`config.mk`:
```
export PLATFORM = sky130hd
export DESIGN_NAME = multicycle_cu
export DESIGN_NICKNAME = d
export VERILOG_FILES = /design/src/rtl/multicycle_cu.sv
export SDC_FILE = /design/constraint.sdc
export NUM_CORES = 1
export LEC_CHECK = 0
export BUFFER_PORTS_ARGS = -buffer_cell sky130_fd_sc_hd__buf_2
export CAP_MARGIN = 20
export CORE_MARGIN = 1
export CORE_UTILIZATION = 50
export CTS_CLUSTER_DIAMETER = 150
export DETAILED_ROUTE_END_ITERATION = 8
export PLACE_DENSITY = 0.77
export SYNTH_ARGS = -nofsm -noshare
export SYNTH_HDL_FRONTEND = slang
export SYNTH_SLANG_ARGS = --single-unit
```
`constraint.sdc`:
```
create_clock -name clk -period 2.4 [get_ports clk]
set_clock_uncertainty 0.05 [all_clocks]
set_input_delay 0.72 -clock clk [delete_from_list [all_inputs] [get_ports clk]]
set_output_delay 0.72 -clock clk [all_outputs]
set_load 0.05 [all_outputs]
```
`src/rtl/multicycle_cu.sv`:
```
// Multi-cycle control unit for the RV32I core: steps each instruction through
// fetch, decode, execute, memory and write-back, with an optional multiply wait path.
module multicycle_cu #(
    parameter bit          ENABLE_M    = 1'b0,
    parameter int unsigned MUL_LATENCY = 4
) (
    input  logic       clk,
    input  logic       rst_n,
    input  logic [6:0] opcode,
    input  logic       funct7_0,
    input  logic       mem_ready,
    output logic       pc_write,
    output logic       ir_write,
    output logic       mem_req,
    output logic       mem_read,
    output logic       mem_write,
    output logic [1:0] alu_op,
    output logic       alu_src,
    output logic [1:0] mem_out_sel,
    output logic       branch,
    output logic       jump,
    output logic       reg_write,
    output logic       illegal,
    output logic [2:0] state
);

    typedef enum logic [2:0] {
        FETCH   = 3'd0,
        DECODE  = 3'd1,
        EXEC    = 3'd2,
        MEM     = 3'd3,
        WB      = 3'd4,
        MULWAIT = 3'd5,
        TRAP    = 3'd6,
        RST     = 3'd7
    } state_e;

    localparam logic [6:0] OP_LUI   = 7'b0110111;
    localparam logic [6:0] OP_AUIPC = 7'b0010111;
    localparam logic [6:0] OP_JAL   = 7'b1101111;
    localparam logic [6:0] OP_IMM   = 7'b0010011;
    localparam logic [6:0] OP_REG   = 7'b0110011;
    localparam logic [6:0] OP_LW    = 7'b0000011;
    localparam logic [6:0] OP_SW    = 7'b0100011;
    localparam logic [6:0] OP_BR    = 7'b1100011;

    localparam logic [3:0] MUL_INIT = 4'(MUL_LATENCY - 1);

    state_e     state_q, state_d;
    logic [6:0] op_q, op_d;
    logic       mul_q, mul_d;
    logic [3:0] cnt_q, cnt_d;

    logic       legal;
    logic [1:0] ctl_alu_op;
    logic       ctl_alu_src;
    logic [1:0] ctl_sel;

    always_ff @(posedge clk or negedge rst_n) begin
        if (!rst_n) begin
            state_q <= RST;
            op_q    <= '0;
            mul_q   <= 1'b0;
            cnt_q   <= '0;
        end else begin
            state_q <= state_d;
            op_q    <= op_d;
            mul_q   <= mul_d;
            cnt_q   <= cnt_d;
        end
    end

    always_comb begin
        legal = 1'b0;
        case (opcode)
            OP_LUI, OP_AUIPC, OP_JAL, OP_IMM,
            OP_REG, OP_LW, OP_SW, OP_BR: legal = 1'b1;
            default:                     legal = 1'b0;
        endcase
    end

    // Datapath controls held steady for the whole execute/memory/write-back span.
    always_comb begin
        ctl_alu_op  = 2'b00;
        ctl_alu_src = 1'b0;
        ctl_sel     = 2'b00;
        case (op_q)
            OP_LUI:   begin ctl_alu_op = 2'b00; ctl_alu_src = 1'b1; ctl_sel = 2'b01; end
            OP_AUIPC: begin ctl_alu_op = 2'b00; ctl_alu_src = 1'b0; ctl_sel = 2'b10; end
            OP_IMM:   begin ctl_alu_op = 2'b11; ctl_alu_src = 1'b1; ctl_sel = 2'b01; end
            OP_REG:   begin ctl_alu_op = 2'b11; ctl_alu_src = 1'b0; ctl_sel = 2'b01; end
            OP_LW:    begin ctl_alu_op = 2'b10; ctl_alu_src = 1'b1; ctl_sel = 2'b00; end
            OP_SW:    begin ctl_alu_op = 2'b10; ctl_alu_src = 1'b1; ctl_sel = 2'b00; end
            OP_BR:    begin ctl_alu_op = 2'b01; ctl_alu_src = 1'b0; ctl_sel = 2'b00; end
            OP_JAL:   begin ctl_alu_op = 2'b00; ctl_alu_src = 1'b0; ctl_sel = 2'b11; end
            default:  ;
        endcase
    end

    always_comb begin
        state_d     = state_q;
        op_d        = op_q;
        mul_d       = mul_q;
        cnt_d       = cnt_q;
        pc_write    = 1'b0;
        ir_write    = 1'b0;
        mem_req     = 1'b0;
        mem_read    = 1'b0;
        mem_write   = 1'b0;
        alu_op      = 2'b00;
        alu_src     = 1'b0;
        mem_out_sel = 2'b00;
        branch      = 1'b0;
        jump        = 1'b0;
        reg_write   = 1'b0;
        illegal     = 1'b0;

        if (state_q == EXEC || state_q == MEM || state_q == MULWAIT || state_q == WB) begin
            alu_op      = ctl_alu_op;
            alu_src     = ctl_alu_src;
            mem_out_sel = ctl_sel;
        end

        case (state_q)
            RST: state_d = FETCH;
            FETCH: begin
                mem_req  = 1'b1;
                mem_read = 1'b1;
                if (mem_ready) begin
                    ir_write = 1'b1;
                    pc_write = 1'b1;
                    state_d  = DECODE;
                end
            end
            // Opcode and the multiply select are captured only here, so later IR changes are harmless.
            DECODE: begin
                op_d    = opcode;
                mul_d   = ENABLE_M && (opcode == OP_REG) && funct7_0;
                state_d = legal ? EXEC : TRAP;
            end
            EXEC: begin
                case (op_q)
                    OP_BR: begin
                        branch  = 1'b1;
                        state_d = FETCH;
                    end
                    OP_JAL: begin
                        jump      = 1'b1;
                        reg_write = 1'b1;
                        state_d   = FETCH;
                    end
                    OP_LW, OP_SW: state_d = MEM;
                    default: begin
                        if (op_q == OP_REG && mul_q) begin
                            cnt_d   = MUL_INIT;
                            state_d = MULWAIT;
                        end else begin
                            state_d = WB;
                        end
                    end
                endcase
            end
            MEM: begin
                mem_req = 1'b1;
                if (op_q == OP_SW) mem_write = 1'b1;
                else               mem_read  = 1'b1;
                if (mem_ready) state_d = (op_q == OP_SW) ? FETCH : WB;
            end
            MULWAIT: begin
                if (cnt_q == 4'd0) state_d = WB;
                else               cnt_d   = cnt_q - 4'd1;
            end
            WB: begin
                reg_write = 1'b1;
                state_d   = FETCH;
            end
            TRAP:    illegal = 1'b1;
            default: state_d = RST;
        endcase
    end

    assign state = state_q;

endmodule

```
==> out/metrics.csv, run 1 <==
stage;metric;value;unit
clock_tree;cts_sinks;14;
sta;final_max_slew_viol_count;0;
yosys;syn_avg_cell_area;9.14;µm²
sta;slew_headroom;75.7;%
yosys;yosysTopAreaCell;dfrtp_1;
drt;drc_errors;0;
place;pre_cts_slack;0.0879;ns
drt;initialDrtViolationCount;36;
pwr;p_per_area;1320;mW/mm²
pwr;leakagePower;0.700;nW
drt;routedWlPerCell;17.0;µm
clock_tree;path_clk_slew;0.08;ns
floorplan;rows;15;
place;port_buffers;26;
yosys;synth_compound_area_share;13.3;%
yosys;synth.distinct_cells;38;
floorplan;initial_utilization;54.9;%
clock_tree;clockRootBuffer;clkbuf_4;
yosys;synth_flop_cell;dfrtp_1;
drt;wl;3070;µm
sta;setup_viol;7;
yosys;synth.area.mux_share;7.93;%
sta;final.period_utilization;106;%
pwr;ir_drop;0.886;mV
global_route;antenna_found_initial;0;
final_layout;area_delta_synth_final;55.6;%
yosys;yosysSeqAreaShare;36.2;%
drt;via_per_inst;5.77;
yosys;synth_edf_count;0;
clock_tree;cts-buffers-inserted;3;
floorplan;coreArea;0.00178;mm²
yosys;syn_inst;107;
worst_setup_path;critPathMaxFanout;5;
final_layout;nets;168;
yosys;synth-adder-area-share;1.28;%
yosys;yosysMostFrequentCell;dfrtp_1;
drt;route.vias.total;1038;
yosys;ys_warn_count;0;
floorplan;die_area;0.00214;mm²
yosys;synth_top_family_by_area;simple AND/OR/NAND/NOR gates;
global_route;grt_usage;26.0;%
global_route;grt_pass1_wl;3900;µm
sta;worstMarginPinSlew;0.365;ns
final_layout;drive_gt1_share;56.1;%
run_status;violations;negative setup slack;
global_route;grt_max_degree;18;
clock_tree;cts-htree-levels;1;
drt;drtAntennaViolNets;0;
final_layout;insertedDiodeCount;0;
yosys;synth_xor_area_share;3.58;%
sta;hold_violations;0;
sta;setup_ws;-0.153;ns
worst_setup_path;critPathKind;reg -> out;
worst_setup_path;start_kind;register;
clock_tree;clock_latency;0.27;ns
sta;rsz0062_at_grt;yes;
sta;fmax;0.392;GHz
yosys;yosys-top-cells-area;dfrtp_1 28%, dfstp_2 8.1%, mux2_2 6.9%;
floorplan;die_w;46.2;µm
min_path;min_path_type;in -> async;
yosys;syn-num-nets;119;
drt;drt_pre_antenna_iters;4;
global_route;grt_overflow_total;0;
yosys;synth_seq_cells;14;
worst_setup_path;arrival;1.78;ns
clock_tree;ctsLongestPathBuffers;2;
floorplan;dieHeight;46.2;µm
run_status;outcome;finished with violations;
sta;fin_crit;2.55;ns
global_route;grt_pass1_vias;898;
clock_tree;cts_tree;done;
final_layout;post-route-util;85.4;%
worst_setup_path;required;1.63;ns
yosys;syn_area;978;µm²
yosys;ys_top_cells_by_count;11 x dfrtp_1, 10 x nand2_1, 7 x nor2_1, 7 x o21ai_0;
place;routabilityCongestion;0.778;
floorplan;io_pins;28;
yosys;synthArstFlopShare;100;%
place;place_hpwl;1580;µm
yosys;synth_top_area_share;28.1;%
worst_setup_path;endpoint_kind;primary output;
job;maxCapViolCount;0;
yosys;synthSimpleGateAreaFrac;30.9;%
sequential cells by signal, indices dropped and copies added, names as in the netlist:
signal / flops
cnt_q: 4
state: 3
op_q: 7
final timing paths:
path	start	to	slack (ns)	cells after the start
setup / recovery	state[1]	alu_src	-0.15	5
hold / removal	rst_n	cnt_q[0]	0.27	1
setup reg to reg	state[0]	op_q[2]	0.47	4
hold reg to reg	cnt_q[3]	cnt_q[3]	0.47	1
max in group asynchronous	rst_n	state[1]	1.74	1
min in group clk	cnt_q[3]	cnt_q[3]	0.47	1
worst max-delay path, stage by stage (launching register included):
cell and delay, ns:
dfstp_2 0.55, nor2b_4 0.17, nand2b_4 0.15, nand3_4 0.14
nor4_4 0.30, buf_6 0.20
final cells by class:
type,count,area (µm²)
Clock buffer,4,26.3
Fill cell,93,260
Timing Repair Buffer,52,403
Tap cell,25,31.3
Multi-Input combinational cell,80,687
Inverter,5,18.8
Sequential cell,14,357
metrics by stage:
| step | hold WS, ns | setup TNS, ns | cells | instance area, µm² | power (W) |
|---|---|---|---|---|---|
| 4_1_cts | 0.274 | -0.0706 | 174 | 1430 | 0.00181 |
| 6_report | 0.272 | -0.374 | 180 | 1520 | 0.00201 |
| 5_1_grt | 0.286 | -0.867 | 180 | 1520 | 0.00208 |
| 3_5_place_dp | 0.450 | 0 | 161 | 1290 | 0.00154 |
| 2_1_floorplan | 0.374 | -2.43 | 107 | 1100 | 0.00132 |
| 3_3_place_gp | 0.438 | 0 | 161 | 1290 | 0.00151 |
routing by layer:
layer | global-route usage (%) | routed length, µm | vias up
met5 | 0 | 0 | -
met4 | 10.6 | 146 | 0
met3 | 3.53 | 116 | 16
met2 | 43.1 | 1560 | 49
met1 | 33.9 | 1240 | 499
li1 | - | - | 474
kinds of logic after synthesis:
group,count (synthesis)
AOI/OAI and AO/OA,20
muxes,7
DFF,14
xor gates and xnor gates,4
adders and majority gates,1
buffers and inverters,13
and+or+nand+nor,48
what timing repair did:
item | CTS | global route
setup buffers | 9 | 6
endpoints found under the setup margin | 10 | 10
pin swaps | 4 | 5
hold buffers | 0 | 0
gates resized for setup | 16 | 15
report_power, final:
group	internal [W]	switching (W)
clock	0.0000644	0.0000734
sequential	0.000338	0.000126
combinational	0.000590	0.000814
layout by cell type, fill, tap and decap left out, types with 3 or more instances in the layout:
cell type	instances
buf_4	24
dfrtp_1	9
nand2_1	10
buf_6	10
nor2_1	4
a21oi_1	4
nor2b_1	4
nand2b_1	3
inv_1	5
o21ai_0	7
mux2_2	6
xnor2_1	3
buf_2	16
dfstp_2	3
nor4_4	3
nand3_1	4
nor2_2	3
clkbuf_4	3
Power figures use the tool's default switching activity.
==> inputs of run 2 (changes only) <==
==> constraint.sdc (replaced) <==
create_clock -name clk -period 2.6 [get_ports clk]
set_clock_uncertainty 0.05 [all_clocks]
set_input_delay 0.78 -clock clk [delete_from_list [all_inputs] [get_ports clk]]
set_output_delay 0.78 -clock clk [all_outputs]
set_load 0.05 [all_outputs]
==> run 2 against run 1 <==
Net effect: the flow now finishes without violations; die area did not move; clock power fell by 8%; global-route usage fell by 3.8 points; worst hold slack improved by 0.060 ns; largest power group unchanged.
==> out/metrics.csv, run 2 (synthesis gave the netlist of run 1 again) <==
stage;metric;value;unit
final_layout;nets;153;
global_route;grt_pass1_vias;781;
global_route;grt_usage;22.2;%
pwr;ir_drop;0.735;mV
clock_tree;ctsLongestPathBuffers;2;
sta;worstMarginPinSlew;0.345;ns
final_layout;insertedDiodeCount;0;
final_layout;regMostFlops;op_q;
floorplan;die_area;0.00214;mm²
drt;initialDrtViolationCount;16;
clock_tree;cts-buffers-inserted;3;
global_route;grt_max_degree;18;
final_layout;area_delta_synth_final;38.1;%
clock_tree;cts_tree;done;
pwr;leakagePower;0.605;nW
worst_setup_path;critPathKind;reg -> out;
final_layout;drive_gt1_share;50.7;%
clock_tree;clockRootBuffer;clkbuf_4;
sta;slew_headroom;77.0;%
final_layout;layout_common_cells;21 x buf_2, 13 x buf_4, 10 x nand2_1;
clock_tree;path_clk_slew;0.08;ns
final_layout;largest_reg_flops;7;
job;maxCapViolCount;0;
global_route;grt_overflow_total;0;
final_layout;final_common_cell;buf_2;
drt;drtAntennaViolNets;0;
sta;final.period_utilization;98.8;%
clock_tree;clock_latency;0.27;ns
place;port_buffers;26;
global_route;antenna_found_initial;0;
min_path;min_path_type;in -> async;
sta;fin_crit;2.57;ns
worst_setup_path;critPathMaxFanout;5;
place;routabilityCongestion;0.799;
run_status;outcome;completed;
floorplan;dieHeight;46.2;µm
worst_setup_path;start_kind;register;
sta;fmax;0.389;GHz
floorplan;die_w;46.2;µm
floorplan;initial_utilization;54.9;%
place;placed_cells;157;
sta;hold_violations;0;
clock_tree;cts_sinks;14;
drt;drc_errors;0;
worst_setup_path;arrival;1.74;ns
worst_setup_path;endpoint_kind;primary output;
clock_tree;cts-htree-levels;1;
floorplan;io_pins;28;
sta;rsz0062_at_grt;yes;
sta;setup_viol;0;
worst_setup_path;required;1.77;ns
place;pre_cts_slack;0.224;ns
clock_tree;ctsHoldBuffers;0;
drt;via_per_inst;5.44;
global_route;grt_pass1_wl;3420;µm
floorplan;coreArea;0.00178;mm²
pwr;p_per_area;1160;mW/mm²
final_layout;stdcell_count;165;
place;place_hpwl;1540;µm
sta;final_max_slew_viol_count;0;
floorplan;rows;15;
drt;wl;2160;µm
drt;drt_pre_antenna_iters;4;
drt;route.vias.total;898;
sta;setup_ws;0.0309;ns
drt;routedWlPerCell;13.1;µm
-- run 2: cell count changes in the layout (fill, tap and decap cells not counted), sizes merged --
cell / delta
buf: -15
-- run 2: critical path: stages, from the launching register on --
cell and delay [ns]:
dfstp_2 0.54, nor2b_4 0.16, nand2b_4 0.14, nand3_4 0.12
nor4_4 0.31, buf_6 0.19
-- run 2: what timing repair did --
item	4_1_cts	5_1_grt
cloned	0	0
setup buffers	0	4
pin swaps	0	3
hold endpoints to repair	0	0
gates resized for setup	7	6
setup endpoints to repair	5	8
-- run 2: stage by stage --
step	instance area (µm²)	utilization [%]	hold slack (ns)	setup TNS, ns	power [W]
6_report	1350	75.8	0.332	0	0.00156
5_1_grt	1350	75.8	0.354	-0.108	0.00165
4_1_cts	1310	73.4	0.333	0	0.00153
3_5_place_dp	1260	70.6	0.440	0	0.00138
3_3_place_gp	1260	70.6	0.439	0	0.00136
2_1_floorplan	1100	-	0.418	-0.951	0.00121
-- run 2: final cells by class --
cell class,instances,area (µm²)
flip-flops and latches,14,358
fillers,138,432
repair buffers,37,236
multi-input cells,80,681
well taps,25,31.3
inverters,5,18.8
clock buffers,4,26.3
-- run 2: where the power goes --
part           switching [W]  internal (W)  leakage, nW
combinational       0.000593      0.000382        0.423
clock              0.0000674     0.0000594       0.0150
sequential          0.000147      0.000314        0.167
total               0.000807      0.000755        0.605
-- run 2: path summary, 6_finish.rpt --
| kind | start | endpoint | slack (ns) | cells past startpoint |
|---|---|---|---|---|
| max | state[1] | alu_src | 0.03 | 5 |
| max reg2reg | state[0] | op_q[3] | 0.69 | 4 |
| min reg2reg | cnt_q[3] | cnt_q[3] | 0.46 | 1 |
| max in group asynchronous | rst_n | state[1] | 1.88 | 1 |
| min | rst_n | op_q[2] | 0.33 | 1 |
| min in group clk | cnt_q[3] | cnt_q[3] | 0.46 | 1 |
-- run 2: metal layers --
metal  global-route usage (%)  part of all wire [%]  vias up
li1                         -                     -      445
met1                     30.6                    45      427
met2                     35.5                    51       24
met3                     3.53                   3.6        2
met4                     7.06                  0.56        0
met5                        0                     0        -
